===== config.mk =====
export PLATFORM = sky130hd
export DESIGN_NAME = bus_arbiter_flat
export DESIGN_NICKNAME = d
export VERILOG_FILES = /design/src/rtl/bus_arb_pkg.sv /design/src/rtl/bus_arbiter_if.sv /design/src/rtl/bus_arbiter_rr_picker.sv /design/src/rtl/bus_arbiter.sv /design/src/flat_wrapper.sv
export SDC_FILE = /design/constraint.sdc
export NUM_CORES = 1
export LEC_CHECK = 0
export ABC_AREA = 1
export BUFFER_PORTS_ARGS = -buffer_cell sky130_fd_sc_hd__clkbuf_2
export CAP_MARGIN = 10
export CELL_PAD_IN_SITES_DETAIL_PLACEMENT = 1
export CELL_PAD_IN_SITES_GLOBAL_PLACEMENT = 2
export CORE_MARGIN = 2
export CORE_UTILIZATION = 31
export DETAILED_ROUTE_END_ITERATION = 16
export GPL_ROUTABILITY_DRIVEN = 0
export GPL_TIMING_DRIVEN = 0
export PLACE_DENSITY_LB_ADDON = 0.1
export SLEW_MARGIN = 20
export SYNTH_ARGS = -nofsm -noshare
export SYNTH_HDL_FRONTEND = slang
export SYNTH_HIERARCHICAL = 1
export SYNTH_SLANG_ARGS = --single-unit

===== constraint.sdc =====
create_clock -name clk -period 2.7 [get_ports clk]
set_input_delay 0.675 -clock clk [delete_from_list [all_inputs] [get_ports clk]]
set_output_delay 0.675 -clock clk [all_outputs]
set_load 0.03 [all_outputs]

===== src/rtl/bus_arb_pkg.sv =====
// rtl/bus_arb_pkg.sv - shared types and constants for the bus arbiter
package bus_arb_pkg;

    typedef enum logic [1:0] {
        ST_IDLE,
        ST_GRANT,
        ST_BUSY,
        ST_TURN
    } arb_state_t;

    localparam int ARB_FIXED   = 0;
    localparam int ARB_RR      = 1;
    localparam int MAX_MASTERS = 32;
    localparam int TIMEOUT_W   = 8;

endpackage


===== src/rtl/bus_arbiter_if.sv =====
// rtl/bus_arbiter_if.sv - request/grant/frame signals between bus masters and the arbiter
interface bus_arbiter_if #(
    parameter int N_MASTERS = 8,
    parameter int IDW       = $clog2(N_MASTERS)
);
    logic [N_MASTERS-1:0] req_b;
    logic                 frame_b;
    logic                 irdy_b;
    logic [N_MASTERS-1:0] gnt_b;
    logic [IDW-1:0]       owner;
    logic                 bus_busy;
    logic                 timeout_err;
    logic [IDW-1:0]       timeout_id;

    modport master (
        output req_b, frame_b, irdy_b,
        input  gnt_b, owner, bus_busy, timeout_err, timeout_id
    );

    modport slave (
        input  req_b, frame_b, irdy_b,
        output gnt_b, owner, bus_busy, timeout_err, timeout_id
    );
endinterface


===== src/rtl/bus_arbiter_rr_picker.sv =====
// rtl/bus_arbiter_rr_picker.sv - combinational rotate-and-priority-encode from a start index
module rr_picker
    import bus_arb_pkg::*;
#(
    parameter int N_MASTERS = 8,
    parameter int IDW       = $clog2(N_MASTERS)
) (
    input  logic [N_MASTERS-1:0] req,
    input  logic [IDW-1:0]       start,
    output logic [IDW-1:0]       winner,
    output logic                 valid
);
    int             idx;
    logic [IDW-1:0] idx_w;

    // Walk upward from start with wrap; the first active request wins.
    always_comb begin
        winner = '0;
        valid  = 1'b0;
        idx    = 0;
        idx_w  = '0;
        for (int i = 0; i < MAX_MASTERS; i++) begin
            if (i < N_MASTERS) begin
                idx   = (int'(start) + i) % N_MASTERS;
                idx_w = IDW'(idx);
                if (!valid && req[idx_w]) begin
                    winner = idx_w;
                    valid  = 1'b1;
                end
            end
        end
    end
endmodule


===== src/rtl/bus_arbiter.sv =====
// rtl/bus_arbiter.sv - central REQ_B/GNT_B arbiter with ownership tracking and grant timeout
module bus_arbiter
    import bus_arb_pkg::*;
#(
    parameter int N_MASTERS   = 8,
    parameter int ARB_MODE    = ARB_RR,
    parameter int GNT_TIMEOUT = 16,
    parameter int IDW         = $clog2(N_MASTERS)
) (
    input  logic clk,
    input  logic rstb,
    bus_arbiter_if.slave bus
);
    arb_state_t             state;
    logic [IDW-1:0]         rr_ptr;
    logic [IDW-1:0]         start_ptr;
    logic [IDW-1:0]         winner;
    logic                   win_valid;
    logic [TIMEOUT_W-1:0]   cnt;
    logic [TIMEOUT_W-1:0]   cnt_next;
    logic [N_MASTERS-1:0]   req_act;

    assign req_act   = ~bus.req_b;
    assign cnt_next  = cnt + TIMEOUT_W'(1);
    assign start_ptr = (ARB_MODE == ARB_FIXED) ? '0 : rr_ptr;

    rr_picker #(
        .N_MASTERS (N_MASTERS),
        .IDW       (IDW)
    ) u_picker (
        .req    (req_act),
        .start  (start_ptr),
        .winner (winner),
        .valid  (win_valid)
    );

    always_ff @(posedge clk or negedge rstb) begin
        if (!rstb) begin
            state           <= ST_IDLE;
            bus.gnt_b       <= '1;
            bus.owner       <= '0;
            bus.bus_busy    <= 1'b0;
            bus.timeout_err <= 1'b0;
            bus.timeout_id  <= '0;
            rr_ptr          <= '0;
            cnt             <= '0;
        end else begin
            bus.timeout_err <= 1'b0;
            case (state)
                ST_IDLE: begin
                    if (win_valid) begin
                        state             <= ST_GRANT;
                        bus.gnt_b         <= '1;
                        bus.gnt_b[winner] <= 1'b0;
                        bus.owner         <= winner;
                        bus.bus_busy      <= 1'b1;
                        cnt               <= '0;
                        if (ARB_MODE == ARB_RR) begin
                            rr_ptr <= (winner == IDW'(N_MASTERS - 1)) ? '0 : winner + IDW'(1);
                        end
                    end
                end
                // Precedence: FRAME_B start, then withdrawal, then timeout.
                ST_GRANT: begin
                    if (!bus.frame_b) begin
                        state     <= ST_BUSY;
                        bus.gnt_b <= '1;
                    end else if (bus.req_b[bus.owner]) begin
                        state        <= ST_IDLE;
                        bus.gnt_b    <= '1;
                        bus.bus_busy <= 1'b0;
                    end else if (cnt_next == TIMEOUT_W'(GNT_TIMEOUT)) begin
                        state           <= ST_IDLE;
                        bus.gnt_b       <= '1;
                        bus.bus_busy    <= 1'b0;
                        bus.timeout_err <= 1'b1;
                        bus.timeout_id  <= bus.owner;
                    end else begin
                        cnt <= cnt_next;
                    end
                end
                ST_BUSY: begin
                    if (bus.frame_b && bus.irdy_b) begin
                        state        <= ST_TURN;
                        bus.bus_busy <= 1'b0;
                    end
                end
                ST_TURN: begin
                    state <= ST_IDLE;
                end
                default: begin
                    state <= ST_IDLE;
                end
            endcase
        end
    end
endmodule


===== src/flat_wrapper.sv =====
// flat-port wrapper written by rule: the top's interface ports become plain ports
module bus_arbiter_flat import bus_arb_pkg::*;
#(
    parameter int N_MASTERS   = 8,
    parameter int ARB_MODE    = ARB_RR,
    parameter int GNT_TIMEOUT = 16,
    parameter int IDW         = $clog2(N_MASTERS)
)
  (clk, rstb, bus_req_b, bus_frame_b, bus_irdy_b, bus_gnt_b, bus_owner, bus_bus_busy, bus_timeout_err, bus_timeout_id);
  bus_arbiter_if #(.N_MASTERS(N_MASTERS), .IDW(IDW)) bus_i ();
  input  logic clk;
  input  logic rstb;
  input wire logic [$bits(bus_i.req_b)-1:0] bus_req_b;
  input wire logic [$bits(bus_i.frame_b)-1:0] bus_frame_b;
  input wire logic [$bits(bus_i.irdy_b)-1:0] bus_irdy_b;
  output wire logic [$bits(bus_i.gnt_b)-1:0] bus_gnt_b;
  output wire logic [$bits(bus_i.owner)-1:0] bus_owner;
  output wire logic [$bits(bus_i.bus_busy)-1:0] bus_bus_busy;
  output wire logic [$bits(bus_i.timeout_err)-1:0] bus_timeout_err;
  output wire logic [$bits(bus_i.timeout_id)-1:0] bus_timeout_id;
  assign bus_i.req_b = bus_req_b;
  assign bus_i.frame_b = bus_frame_b;
  assign bus_i.irdy_b = bus_irdy_b;
  assign bus_gnt_b = bus_i.gnt_b;
  assign bus_owner = bus_i.owner;
  assign bus_bus_busy = bus_i.bus_busy;
  assign bus_timeout_err = bus_i.timeout_err;
  assign bus_timeout_id = bus_i.timeout_id;
  bus_arbiter #(.N_MASTERS(N_MASTERS), .ARB_MODE(ARB_MODE), .GNT_TIMEOUT(GNT_TIMEOUT), .IDW(IDW)) u_core (.clk(clk), .rstb(rstb), .bus(bus_i));
endmodule

==> results.py <==
metrics = {
    "run_status": {
        "outcome": "finished clean",
    },
    "yosys": {
        "yosysTopAreaCell": "dfrtp_1",
        "synth_nets": 384,
        "syn_area_um2": 2633,
        "ys_ff_latch": 29,
        "synth.distinct_cells": 34,
        "synth_most_common_cell": "nand2_1",
        "syn_inst": 362,
        "ys_top_cells_by_count": "113 x nand2_1, 39 x inv_1, 39 x nand3_1, 23 x nor2_1, 21 x dfrtp_1",
        "syn-mean-instance-area_um2": 7.272,
        "async_flop_share_pct": 100.0,
        "yosys.area.top_type_share_pct": 19.96,
        "yosys_warnings": 6,
        "synth_ff_type": "dfrtp_1",
        "ys_top_cells_by_area": "dfrtp_1 20%, nand2_1 16%, dfstp_2 8.0%",
        "synth.yosys.seq_area_share_pct": 27.95,
        "synth_enable_flop_cells": 0,
    },
    "detailed_routing": {
        "wire_per_inst_um": 14.05,
        "totalWireLength_um": 7377,
        "drt_iter0_markers": 47,
        "ant_nets": 0,
        "drc": 0,
        "first_pass_iters": 4,
        "route.vias.total": 2471,
        "vias_per_cell": 4.707,
    },
    "layout": {
        "nNetsFinal": 441,
        "fillCellCount": 1025,
        "multi_input_area_um2": 1906,
        "fin_area_um2": 3491,
        "drive_gt1_share_pct": 41.43,
        "diodes": 0,
        "syn_to_final_growth_pct": 32.60,
        "seqCellArea_um2": 735.7,
    },
    "clock_network": {
        "cts_made_buffers": 5,
        "clk_pin_slew_ns": 0.07,
        "cts_tree": "yes",
        "clock_latency_ns": 0.28,
        "cts_hold_buf": 0,
        "clock-sinks": 29,
        "clock_path_buffers": 2,
        "htreeDepth": 2,
        "root_buffer": "clkbuf_8",
    },
    "critical_path": {
        "crit_fanout": 6,
        "ff2ff_path_depth": 18,
        "path_class": "reg2reg",
        "critPathRequiredTime_ns": 2.87,
        "cp.arrival_ns": 2.80,
        "cp-start-kind": "register",
        "end_kind": "register",
    },
    "placement": {
        "hpwlAfterDp_um": 5591,
        "portBuffers": 27,
        "dpl_cell_area_um2": 2904,
    },
    "sta": {
        "worstMarginPinSlew_ns": 0.7772,
        "max_slew_margin_pct": 48.18,
        "fmax_ghz": 0.3793,
        "period_needed_ns": 2.636,
        "hold_violations": 0,
        "post-route-period-util_pct": 97.63,
        "skew_ns": 0.01015,
        "setup_tns_ns": 0,
        "finalMaxSlewViolations": 0,
        "setup-violations-final": 0,
        "rsz0062_at_grt": "yes",
    },
    "floorplanning": {
        "core-area_um2": 8217,
        "dieWidth_um": 96.15,
        "pin_count": 28,
        "die_area_um2": 9245,
        "rows": 33,
        "start_util_pct": 32.04,
        "die_y_um": 96.15,
    },
    "hold_path": {
        "min_path_type": "in2async",
    },
    "grt": {
        "antenna_found_initial": 0,
        "grt_usage_pct": 16.72,
        "grt_pass1_wl_um": 11920,
        "grt_pass1_vias": 2472,
        "overflow": 0,
        "grt_max_degree": 30,
    },
    "flow_run": {
        "cap_viol_max_count": 0,
    },
}
==> area by class of cell <==
class | instances | area share (%)
Clock inverter | 1 | 0.8602
Clock buffer | 7 | 2.473
Inverter | 47 | 5.556
Multi-Input combinational cell | 280 | 54.59
Tap cell | 105 | 3.763
Sequential cell | 29 | 21.08
Timing Repair Buffer | 50 | 9.462
Buffer | 6 | 2.222
==> flip-flops by register name, summed over array words and instances (netlist names), named ones only <==
name,flops
u_core/bus.bus_busy,1
u_core/rr_ptr,3
u_core/bus.owner,3
u_core/cnt,8
u_core/state,1
u_core/bus.timeout_id,3
u_core/bus.gnt_b,8
u_core/bus.timeout_err,1
==> logic make-up after synthesis <==
logic type               Yosys count  share of synthesized area, %
XOR/XNOR                           3                         1.711
AND/OR/NAND/NOR                  235                         48.05
flip-flops                        29                         27.95
AO/OA/AOI/OAI                     32                         8.128
buffers and inverters             53                         9.410
adder cells (fa/ha/maj)           10                         4.753
==> worst max-delay path, stage by stage (launching register included) <==
cell	delay (ns)
dfrtp_1	0.36
buf_6	0.14
inv_6	0.04
buf_12	0.12
ha_4	0.30
inv_8	0.10
nand3_4	0.08
nand3_4	0.11
nand2_4	0.06
nor2_4	0.13
nand4_4	0.12
nor2_4	0.21
buf_6	0.12
nand4_1	0.09
nand3_2	0.13
ha_4	0.15
ha_4	0.19
nand2_2	0.04
nand2_1	0.04
==> per-layer routing <==
metal	track usage [%]	part of all wire (%)	vias up
li1	-	-	1275
met1	20.95	45	1174
met2	30.21	52	17
met3	2.428	1.7	5
met4	3.571	0.87	0
met5	0	0	-
==> cell usage in the layout, fill, tap and decap left out, types with 2 or more instances in the layout <==
cell / count
clkbuf_1: 2
o21ai_2: 12
buf_12: 2
nand2_2: 13
o21ai_1: 8
nand3_2: 17
nand3_1: 31
nand3b_1: 2
nand3_4: 10
nand4_1: 7
inv_4: 2
nor2_4: 6
buf_6: 9
clkbuf_8: 6
clkbuf_2: 27
inv_2: 7
ha_1: 6
a21oi_1: 5
dfstp_2: 8
buf_4: 17
nor2_2: 5
inv_1: 35
nand2_8: 2
ha_4: 3
nor2_1: 20
o21ai_0: 3
dfrtp_1: 21
nand2_1: 102
nand2_4: 17
==> final timing paths <==
check,from,to,slack (ns)
setup / recovery,u_core/rr_ptr[0],u_core/rr_ptr[2],0.06
hold / removal,rstb,u_core/cnt[1],0.46
setup reg to reg,u_core/rr_ptr[0],u_core/rr_ptr[2],0.06
hold reg to reg,u_core/bus.gnt_b[1],u_core/bus.gnt_b[1],0.47
max in group asynchronous,rstb,u_core/bus.owner[2],1.74
min in group clk,u_core/bus.gnt_b[1],u_core/bus.gnt_b[1],0.47
==> repair_timing <==
| item | CTS | global route |
|---|---|---|
| pin swaps | 5 | 28 |
| setup buffers | 8 | 15 |
| setup endpoints to repair | 25 | 25 |
| gates resized for setup | 17 | 55 |
==> through the flow <==
stage               cells  hold WS (ns)  setup slack, ns  util, %
finish                525        0.4616          0.06390    42.49
global placement      494        0.4609          -0.4490    35.34
CTS                   510        0.4736          0.01057    38.27
detailed placement    494        0.4619          -0.4550    35.34
global route          525        0.4857          -0.1367    42.49
floorplan             362        0.3794          0.04789        -
Power is left out: the tool's default activity adds up to more than one toggle a clock period on the data nets, which glitch-free logic cannot reach.
